### src/rtl/main_run_sequencer.sv
// main_run_sequencer: runs NUM_RUNS back-to-back executions of a Bambu `main`
// accelerator. Each run resets the DUT, pulses its start, times it until done
// (or timeout) and pushes a result record into a show-ahead result FIFO.
// Optional build macro RUN_SEQ_RESULT_COMPARE_EN adds an expected_ret input
// and grades each completed run as pass (01) or fail (10).
module main_run_sequencer #(
  parameter int  NUM_RUNS       = 4,
  parameter int  CNT_WIDTH      = 32,
  parameter int  TIMEOUT_CYCLES = 200000000,
  parameter int  FIFO_DEPTH     = 4,
  parameter int  RET_WIDTH      = 32,
  localparam int IDX_WIDTH      = $clog2(NUM_RUNS) + 1
) (
  input  logic                 clock,
  input  logic                 reset,
  input  logic                 go,
  output logic                 busy,
  output logic                 campaign_done,
  output logic                 dut_reset,
  output logic                 dut_start_port,
  input  logic                 dut_done_port,
  input  logic [RET_WIDTH-1:0] dut_return_port,
`ifdef RUN_SEQ_RESULT_COMPARE_EN
  input  logic [RET_WIDTH-1:0] expected_ret,
`endif
  output logic                 res_valid,
  input  logic                 res_ready,
  output logic [CNT_WIDTH-1:0] res_cycles,
  output logic [1:0]           res_status,
  output logic [IDX_WIDTH-1:0] res_run_idx,
  output logic [RET_WIDTH-1:0] res_ret
);

  localparam int PTR_WIDTH   = $clog2(FIFO_DEPTH);
  localparam int ENTRY_WIDTH = CNT_WIDTH + 2 + IDX_WIDTH + RET_WIDTH;

  localparam logic [CNT_WIDTH-1:0] TIMEOUT_C  = CNT_WIDTH'(TIMEOUT_CYCLES);
  localparam logic [CNT_WIDTH-1:0] CNT_ONE_C  = CNT_WIDTH'(1);
  localparam logic [IDX_WIDTH-1:0] LAST_RUN_C = IDX_WIDTH'(NUM_RUNS - 1);
  localparam logic [IDX_WIDTH-1:0] IDX_ONE_C  = IDX_WIDTH'(1);
  localparam logic [PTR_WIDTH:0]   DEPTH_C    = (PTR_WIDTH + 1)'(FIFO_DEPTH);
  localparam logic [PTR_WIDTH:0]   FCNT_ONE_C = (PTR_WIDTH + 1)'(1);
  localparam logic [PTR_WIDTH-1:0] PTR_ONE_C  = PTR_WIDTH'(1);

  localparam logic [1:0] ST_NONE_C    = 2'b00;
  localparam logic [1:0] ST_TIMEOUT_C = 2'b11;

  typedef enum logic [2:0] {
    S_IDLE   = 3'd0,
    S_RST    = 3'd1,
    S_START  = 3'd2,
    S_WAIT   = 3'd3,
    S_REPORT = 3'd4,
    S_DONE   = 3'd5
  } state_t;

  state_t                 state_r;
  logic                   rst_cnt_r;
  logic [IDX_WIDTH-1:0]   run_idx_r;
  logic [CNT_WIDTH-1:0]   cnt_r;
  logic                   abort_r;
  logic [CNT_WIDTH-1:0]   cap_cycles_r;
  logic [1:0]             cap_status_r;
  logic [RET_WIDTH-1:0]   cap_ret_r;
  logic                   busy_r;
  logic                   campaign_done_r;
  logic                   dut_reset_r;
  logic                   dut_start_r;

  logic [ENTRY_WIDTH-1:0] fifo_mem_r [FIFO_DEPTH];
  logic [PTR_WIDTH-1:0]   wr_ptr_r;
  logic [PTR_WIDTH-1:0]   rd_ptr_r;
  logic [PTR_WIDTH:0]     fifo_cnt_r;
  logic [ENTRY_WIDTH-1:0] head_r;
  logic                   res_valid_r;

  logic                   fifo_full_s;
  logic                   pop_s;
  logic                   push_s;
  logic [ENTRY_WIDTH-1:0] push_data_s;
  logic [PTR_WIDTH-1:0]   rd_ptr_next_s;
  logic [PTR_WIDTH:0]     fifo_cnt_next_s;
  logic [ENTRY_WIDTH-1:0] head_next_s;
  logic [CNT_WIDTH-1:0]   cnt_inc_s;
  logic [1:0]             done_status_s;

  // Grade a completed run; without the compare feature it is always "no compare".
  always_comb begin
    done_status_s = ST_NONE_C;
`ifdef RUN_SEQ_RESULT_COMPARE_EN
    if (dut_return_port == expected_ret) begin
      done_status_s = 2'b01;
    end else begin
      done_status_s = 2'b10;
    end
`endif
  end

  // FIFO control and the next head entry, so the res_* outputs stay registered.
  always_comb begin
    fifo_full_s     = (fifo_cnt_r == DEPTH_C);
    pop_s           = (fifo_cnt_r != '0) && res_ready;
    push_s          = (state_r == S_REPORT) && (!fifo_full_s || pop_s);
    push_data_s     = {cap_cycles_r, cap_status_r, run_idx_r, cap_ret_r};
    cnt_inc_s       = cnt_r + CNT_ONE_C;
    rd_ptr_next_s   = rd_ptr_r;
    fifo_cnt_next_s = fifo_cnt_r;
    head_next_s     = '0;
    if (pop_s) begin
      rd_ptr_next_s = rd_ptr_r + PTR_ONE_C;
    end else begin
      rd_ptr_next_s = rd_ptr_r;
    end
    if (push_s && !pop_s) begin
      fifo_cnt_next_s = fifo_cnt_r + FCNT_ONE_C;
    end else if (!push_s && pop_s) begin
      fifo_cnt_next_s = fifo_cnt_r - FCNT_ONE_C;
    end else begin
      fifo_cnt_next_s = fifo_cnt_r;
    end
    // The slot being written this cycle is not yet in memory: bypass it.
    if (fifo_cnt_next_s == '0) begin
      head_next_s = '0;
    end else if (push_s && (rd_ptr_next_s == wr_ptr_r)) begin
      head_next_s = push_data_s;
    end else begin
      head_next_s = fifo_mem_r[rd_ptr_next_s];
    end
  end

  // Result FIFO storage; contents need no reset since only counted slots are read.
  always_ff @(posedge clock) begin
    if (push_s) begin
      fifo_mem_r[wr_ptr_r] <= push_data_s;
    end
  end

  // Result FIFO pointers, occupancy and the registered head entry.
  always_ff @(posedge clock) begin
    if (reset) begin
      wr_ptr_r    <= '0;
      rd_ptr_r    <= '0;
      fifo_cnt_r  <= '0;
      head_r      <= '0;
      res_valid_r <= 1'b0;
    end else begin
      if (push_s) begin
        wr_ptr_r <= wr_ptr_r + PTR_ONE_C;
      end
      rd_ptr_r    <= rd_ptr_next_s;
      fifo_cnt_r  <= fifo_cnt_next_s;
      head_r      <= head_next_s;
      res_valid_r <= (fifo_cnt_next_s != '0);
    end
  end

  // Campaign sequencer: DUT reset/start, cycle timing, reporting and abort.
  always_ff @(posedge clock) begin
    if (reset) begin
      state_r         <= S_IDLE;
      rst_cnt_r       <= 1'b0;
      run_idx_r       <= '0;
      cnt_r           <= '0;
      abort_r         <= 1'b0;
      cap_cycles_r    <= '0;
      cap_status_r    <= ST_NONE_C;
      cap_ret_r       <= '0;
      busy_r          <= 1'b0;
      campaign_done_r <= 1'b0;
      dut_reset_r     <= 1'b1;
      dut_start_r     <= 1'b0;
    end else begin
      case (state_r)
        S_IDLE: begin
          campaign_done_r <= 1'b0;
          dut_reset_r     <= 1'b1;
          dut_start_r     <= 1'b0;
          if (go) begin
            state_r   <= S_RST;
            run_idx_r <= '0;
            rst_cnt_r <= 1'b0;
            busy_r    <= 1'b1;
          end else begin
            busy_r <= 1'b0;
          end
        end
        S_RST: begin
          if (rst_cnt_r) begin
            state_r     <= S_START;
            rst_cnt_r   <= 1'b0;
            dut_reset_r <= 1'b0;
            dut_start_r <= 1'b1;
            cnt_r       <= CNT_ONE_C;
          end else begin
            rst_cnt_r   <= 1'b1;
            dut_reset_r <= 1'b1;
          end
        end
        S_START: begin
          dut_start_r <= 1'b0;
          if (dut_done_port) begin
            cap_cycles_r <= CNT_ONE_C;
            cap_status_r <= done_status_s;
            cap_ret_r    <= dut_return_port;
            dut_reset_r  <= 1'b1;
            state_r      <= S_REPORT;
          end else if (TIMEOUT_C == CNT_ONE_C) begin
            cap_cycles_r <= TIMEOUT_C;
            cap_status_r <= ST_TIMEOUT_C;
            cap_ret_r    <= '0;
            abort_r      <= 1'b1;
            dut_reset_r  <= 1'b1;
            state_r      <= S_REPORT;
          end else begin
            dut_reset_r <= 1'b0;
            state_r     <= S_WAIT;
          end
        end
        S_WAIT: begin
          // Done takes priority over a timeout landing in the same cycle.
          if (dut_done_port) begin
            cap_cycles_r <= cnt_inc_s;
            cap_status_r <= done_status_s;
            cap_ret_r    <= dut_return_port;
            dut_reset_r  <= 1'b1;
            state_r      <= S_REPORT;
          end else if (cnt_inc_s == TIMEOUT_C) begin
            cap_cycles_r <= TIMEOUT_C;
            cap_status_r <= ST_TIMEOUT_C;
            cap_ret_r    <= '0;
            abort_r      <= 1'b1;
            dut_reset_r  <= 1'b1;
            state_r      <= S_REPORT;
          end else begin
            cnt_r       <= cnt_inc_s;
            dut_reset_r <= 1'b0;
          end
        end
        S_REPORT: begin
          // Holds the DUT in reset while waiting for a free FIFO slot.
          dut_reset_r <= 1'b1;
          if (push_s) begin
            if (abort_r || (run_idx_r == LAST_RUN_C)) begin
              state_r         <= S_DONE;
              campaign_done_r <= 1'b1;
            end else begin
              run_idx_r <= run_idx_r + IDX_ONE_C;
              rst_cnt_r <= 1'b0;
              state_r   <= S_RST;
            end
          end
        end
        S_DONE: begin
          campaign_done_r <= 1'b0;
          abort_r         <= 1'b0;
          busy_r          <= 1'b0;
          dut_reset_r     <= 1'b1;
          state_r         <= S_IDLE;
        end
        default: begin
          state_r         <= S_IDLE;
          busy_r          <= 1'b0;
          campaign_done_r <= 1'b0;
          dut_reset_r     <= 1'b1;
          dut_start_r     <= 1'b0;
        end
      endcase
    end
  end

  assign busy           = busy_r;
  assign campaign_done  = campaign_done_r;
  assign dut_reset      = dut_reset_r;
  assign dut_start_port = dut_start_r;
  assign res_valid      = res_valid_r;
  assign res_ret        = head_r[RET_WIDTH-1:0];
  assign res_run_idx    = head_r[RET_WIDTH +: IDX_WIDTH];
  assign res_status     = head_r[RET_WIDTH + IDX_WIDTH +: 2];
  assign res_cycles     = head_r[RET_WIDTH + IDX_WIDTH + 2 +: CNT_WIDTH];

endmodule
### config.mk
export PLATFORM = sky130hd
export DESIGN_NAME = main_run_sequencer
export DESIGN_NICKNAME = d
export VERILOG_FILES = /design/src/rtl/main_run_sequencer.sv
export SDC_FILE = /design/constraint.sdc
export NUM_CORES = 1
export LEC_CHECK = 0
export BUFFER_PORTS_ARGS = -buffer_cell sky130_fd_sc_hd__buf_2
export CAP_MARGIN = 5
export CORE_ASPECT_RATIO = 1.2
export CORE_UTILIZATION = 45
export DETAILED_ROUTE_END_ITERATION = 8
export PLACE_DENSITY = 0.63
export SYNTH_ARGS = -nofsm -noshare
export SYNTH_HDL_FRONTEND = slang
export SYNTH_SLANG_ARGS = --single-unit
export TNS_END_PERCENT = 100
### constraint.sdc
create_clock -name clock -period 9.6 [get_ports clock]
set_input_delay 0.96 -clock clock [delete_from_list [all_inputs] [get_ports clock]]
set_output_delay 0.96 -clock clock [all_outputs]
set_load 0.02 [all_outputs]
== Word level (Yosys, flattened, before mapping) ==
Memories as Yosys holds them, arrays and structs flattened. A register that Yosys moved wholly into a read port is not among the register bits.
Index checks and enable logic that the tools add are counted.

* Latch bits: 0
* Memories kept: 1
* Memory bits (writable): 276
* ROM bits: 0
* Input bits: 37
* Flip-flop bits (word level): 118
* Output and inout port bits: 74
* Logic and storage cells: 125

{| class="wikitable"
|+ Memory list
! memory !! depth !! width !! rd ports !! clocked after memory_dff !! write ports !! RTL line !! source
|-
| fifo_mem_r || 4 || 69 || 1 || 1 || 1 || 70 || <nowiki>logic [ENTRY_WIDTH-1:0] fifo_mem_r [FIFO_DEPTH];</nowiki>
|}

* Div/mod/pow operators: 0
* Shifts and indexed selects: 0
* Add/sub/neg operators: 6
* Muxes and demuxes: 52
* Bitwise logic cells: 2
* Eq/ne operators: 18
* Magnitude comparators: 0
* Reduce and logical (&&, ||, !) cells: 30
* Multipliers: 0

{| class="wikitable"
|+ Operators by type and width
! cell !! number
|-
| $mux W32 || 9
|-
| $pmux W32 S2 || 3
|-
| $mux W3 || 12
|-
| $add A32 B1 Y32 const B || 1
|-
| $eq A32 B28 Y1 const B || 1
|-
| $ne A2 B2 Y1 const B || 8
|-
| $reduce_and A4 Y1 || 4
|-
| $mux W1 || 15
|-
| $pmux W3 S5 || 1
|-
| $eq A3 B2 Y1 const B || 3
|-
| $eq A3 B3 Y1 const B || 3
|-
| $reduce_and A3 Y1 || 3
|-
| $reduce_bool A3 Y1 || 3
|-
| $mux W2 || 4
|-
| $pmux W1 S2 || 4
|-
| $reduce_bool A2 Y1 || 4
|-
| $add A3 B1 Y3 const B || 2
|-
| $logic_not A3 Y1 || 2
|-
| $pmux W1 S3 || 2
|-
| $pmux W3 S2 || 1
|-
| $reduce_or A3 Y1 || 2
|-
| $add A2 B1 Y2 const B || 2
|-
| $logic_and A1 B1 Y1 || 4
|-
| $pmux W2 S2 || 1
|-
| 10 further kinds || 14
|}

== Longest topological paths before layout ==
* Depth after elaboration: 10
* Depth in mapped cells: 13
* Gate-level depth less buffers: 9

== Least setup slack after synthesis ==
OpenSTA, ideal clock, no wires.

* Kind: in2reg
* From: input port res_ready
* To: memory fifo_mem_r[0][0] (netlist bit), enable pin
* Path slack: 6091 ps
* Required time: 9167 ps
* Stages: 3
* Arrival time: 3076 ps
* Library setup time: 433 ps
* Path buffers: 0
* Cell sequence: nor2b_1 a21oi_1 and2_1

* Word-level cells in the longest chain between the ends: 5

{| class="wikitable"
|+ RTL lines
! element !! RTL line !! source
|-
| start: declaration || 27 || <nowiki>input logic res_ready,</nowiki>
|-
| $logic_and A1 B1 Y1 || 102 || <nowiki>pop_s = (fifo_cnt_r != '0) && res_ready;</nowiki>
|-
| $logic_or A1 B1 Y1 || 103 || <nowiki>push_s = (state_r == S_REPORT) && (!fifo_full_s || pop_s);</nowiki>
|-
| $logic_and A1 B1 Y1 || 103 ||
|-
| $mux W1 || 133 || <nowiki>if (push_s) begin</nowiki>
|-
| $mux W1 (implied by the code) || 134 || <nowiki>fifo_mem_r[wr_ptr_r] <= push_data_s;</nowiki>
|-
| end: declaration || 70 ||
|}

No other way between the ends.

== Final worst setup path ==
* From: register cnt_r[0]
* To: register cap_cycles_r[1]

* Word-level cells in the longest chain between the ends: 4
* Elaborated cells between the ends (all ways): 6
* Classes of those cells: 1 x add/sub; 2 x eq/ne; 2 x mux; 1 x reduce/logical

{| class="wikitable"
|+ RTL lines
! element !! RTL line !! source
|-
| start: declaration || 60 || <nowiki>logic [CNT_WIDTH-1:0] cnt_r;</nowiki>
|-
| start signal: assignment || 235 || <nowiki>cnt_r <= cnt_inc_s;</nowiki>
|-
| $add A32 B1 Y32 * || 105 || <nowiki>cnt_inc_s = cnt_r + CNT_ONE_C;</nowiki>
|-
| $eq A32 B28 Y1 || 227 || <nowiki>end else if (cnt_inc_s == TIMEOUT_C) begin</nowiki>
|-
| $ne A3 B3 Y1 (no line) || -- ||
|-
| $reduce_and A3 Y1 (no line) || -- ||
|-
| end signal: assignment || 222 || <nowiki>cap_cycles_r <= cnt_inc_s;</nowiki>
|-
| end: declaration || 62 || <nowiki>logic [CNT_WIDTH-1:0] cap_cycles_r;</nowiki>
|}

Mark *: on every way between the ends. The rest lies on a longest branch, timed or not.
A chain may end at the register's enable or synchronous reset.

==> out/results.ini <==
[clock_tree]
ctsHoldBuffers = 0
htreeDepth = 2
tritoncts = yes
cts_buffer_depth = 3
cts_made_buffers = 43
root_buffer = clkbuf_16
insertion_delay_ns = 0.54
cts_resized = 0
clkSinkCount = 457
clk_pin_slew_ns = 0.06
cts_setup_buffers = 0

[yosys]
synth_most_common_cell = edfxtp_1
ys_seq_area_share_pct = 66.7
yosys.area_share.simple_pct = 9.87
yosys.area.top_type_share_pct = 45.9
synth_flop_cell = edfxtp_1
synth_warnings = 0
synth.distinct_cells = 63
postSynth.asyncResetShare_pct = 0
synth_area_um2 = 17800
synth_top_area_cell = edfxtp_1
yosys-top-cells-area = edfxtp_1 46%, dfxtp_1 21%, mux4_2 8.6%, nand2_1 4.1%, a21oi_1 3.2%
synth_top_family_by_area = simple AND/OR/NAND/NOR gates
synth-adder-area-share_pct = 0.829
syn_inst = 1309
synthMuxAreaShare_pct = 8.77
synth_seq_cells = 457
syn_nets = 1357
postSynthAreaPerCell_um2 = 13.6
synth_common_cells = 272 x edfxtp_1, 195 x nand2_1, 185 x dfxtp_1
synth_edf_count = 272
synth_xor_area_share_pct = 1.87
synth_compound_area_share_pct = 9.32

[global_routing]
grt_use_total_pct = 19.5
antenna_found_initial = 0
grt_overflow = 0
grt_max_degree = 70
grt_pass1_wl_mm = 60.9
grt_pass1_vias = 10731

[sta]
worst_pin_slew_ns = 1.08
fmax_mhz = 261
final-max-slew-violation-count = 0
fin_crit_ns = 3.83
tns_ns = 0
timing.final.crit_share_pct = 39.9
timing.slew.headroom_pct = 28.3
setup-violations-final = 0
skew_ns = 0.0102
rsz0062_at_grt = no
finalHoldViolCount = 0

[route]
drt_iter0_markers = 787
wl_per_cell_um = 19.8
ant_nets = 0
via_per_inst = 5.56
firstDrtPassIters = 5
drc_errors = 0
drt-total-wl_mm = 38.7
num_vias = 10851

[min_path]
holdPathStages = 2
whs_endpoint = abort_r
hp-class = flip-flop to flip-flop
hold_start = abort_r

[critical_path]
r2r-end = cap_cycles_r[1]
cp-end-kind = flip-flop
crit_arrival_ns = 4.27
reg2reg_from = cnt_r[0]
cp-start-kind = flip-flop
critPathSlowestCell = dfxtp_1
cp_max_fo = 48
critical_path.cell_chain = ha_1, nand4_1, or3_4, or3_1, o31a_1, nor4_4, a21o_4, a21oi_4, buf_4, a22o_1
crit_type = flip-flop to flip-flop
cp.required_ns = 10.03
cp_slowest_stage_delay_ns = 0.49
r2r_slack_ns = 5.77
r2r_cells = 10

[cells_and_area]
fillCellCount = 3265
multi_input_area_um2 = 5530
area.growth.synth_to_final_pct = 13.3
antennaDiodeCount = 0
final_util_pct = 51.9
nNetsFinal = 1439
seqCellArea_um2 = 11900
layout-drive-gt1-share_pct = 20.4

[power_and_ir_drop]
p_sw_uw = 1570
p_leak_uw = 0.00742
sw_frac_of_total_pct = 29.8
p_int_uw = 3700
p_per_area_nw_per_um2 = 261
pwr-share-comb_pct = 25.4
clock_power_share_pct = 31.1
worst_ir_drop_vdd_uv = 180
pwr-share-seq_pct = 43.5

[die]
die_w_um = 184
core_area_um2 = 38800
io_pins = 111
chipHeight_um = 220
rows = 79
fp.dieArea_um2 = 40400
start_util_pct = 45.8

[place]
port_buffers = 110
place.gp.congestion = 0.876
dp_hpwl_mm = 22.8

[outcome]
status = finished clean

[job]
maxCapViolations = 0

-- metrics by stage --
| step | hold WS (ns) | instances | instance area [um^2] | setup slack (ns) | total power (uW) |
|---|---|---|---|---|---|
| floorplan | 0.444 | 1309 | 17800 | 6.09 | 3320 |
| global placement | 0.471 | 1872 | 18800 | 5.80 | 3690 |
| detailed placement | 0.485 | 1872 | 18800 | 5.78 | 3700 |
| CTS | 0.495 | 1951 | 20200 | 5.73 | 5340 |
| global route | 0.543 | 1951 | 20200 | 5.43 | 5530 |
| finish | 0.500 | 1951 | 20200 | 5.77 | 5270 |
-- worst max-delay path, delay by kind of cell (launching register included) --
| kind | cells | cell delay [ns] |
|---|---|---|
| simple gates | 4 | 1.48 |
| compound gates | 4 | 0.95 |
| fa+ha+maj | 1 | 0.43 |
| flops | 1 | 0.49 |
| buf+inv | 1 | 0.35 |
-- power groups by stage --
stage / Sequential, uW / Combinational, uW / Clock (uW)
floorplan: 2440 / 884 / 0
global placement: 2330 / 1360 / 0
detailed placement: 2340 / 1360 / 0
CTS: 2290 / 1370 / 1680
global route: 2300 / 1470 / 1750
finish: 2290 / 1340 / 1640
-- worst max-delay path by stage --
| stage | end | slack [ns] | from |
|---|---|---|---|
| 2_1_floorplan | fifo_mem_r[0][0] | 6.09 | res_ready |
| 3_3_place_gp | head_r[52] | 5.80 | res_ready |
| 3_5_place_dp | fifo_mem_r[0][49] | 5.78 | state_r[1] |
| 4_1_cts | fifo_mem_r[0][50] | 5.73 | state_r[1] |
| 5_1_grt | fifo_mem_r[0][50] | 5.43 | state_r[1] |
| 6_report | cap_cycles_r[1] | 5.77 | cnt_r[0] |
-- state kept, by name, indices dropped and copies added (netlist names) --
name	flops
abort_r	1
busy	1
campaign_done	1
cap_cycles_r	32
cap_ret_r	32
cap_status_r	1
cnt_r	32
dut_reset	1
dut_start_port	1
fifo_cnt_r	3
fifo_mem_r	272
head_r	68
rd_ptr_r	2
res_valid	1
rst_cnt_r	1
run_idx_r	3
state_r	3
wr_ptr_r	2
-- cell families (layout without fill, tap and decap cells) --
group / count (synthesis) / after routing
mux: 71 / 71
xor+xnor: 38 / 38
fa+ha+maj: 12 / 12
buf+inv: 108 / 224
flops: 457 / 457
simple gates: 366 / 366
compound gates: 257 / 257
-- layout by cell type (no fill, tap or decap), types with 16 or more instances in the layout --
cell type  Yosys  final
edfxtp_1     272    272
nand2_1      195    195
o21ai_0       21     21
o21ai_1       20     20
buf_4          6     16
dfxtp_1      185    185
a22o_1        42     42
nand3_1       30     29
clkbuf_16      0     45
xnor2_1       25     25
inv_1         19     19
a21oi_1      114    114
nor2_1        37     36
buf_2         10    110
mux4_2        68     68
-- metal layers --
metal | vias up | global-route usage [%] | share of wire (%)
li1 | 5082 | - | -
met1 | 5435 | 25.0 | 43
met2 | 262 | 34.0 | 51
met3 | 72 | 2.56 | 4.3
met4 | 0 | 6.44 | 2.4
met5 | - | 0 | 0
-- cell type report --
type	instances	area share, %
multi-input combinational	744	27.4
clock buffer	62	6.25
sequential	457	58.9
timing repair buffer	126	3.33
clock inverter	17	0.552
inverter	19	0.354
tap	526	3.26
(Power assumes the default switching activity.)
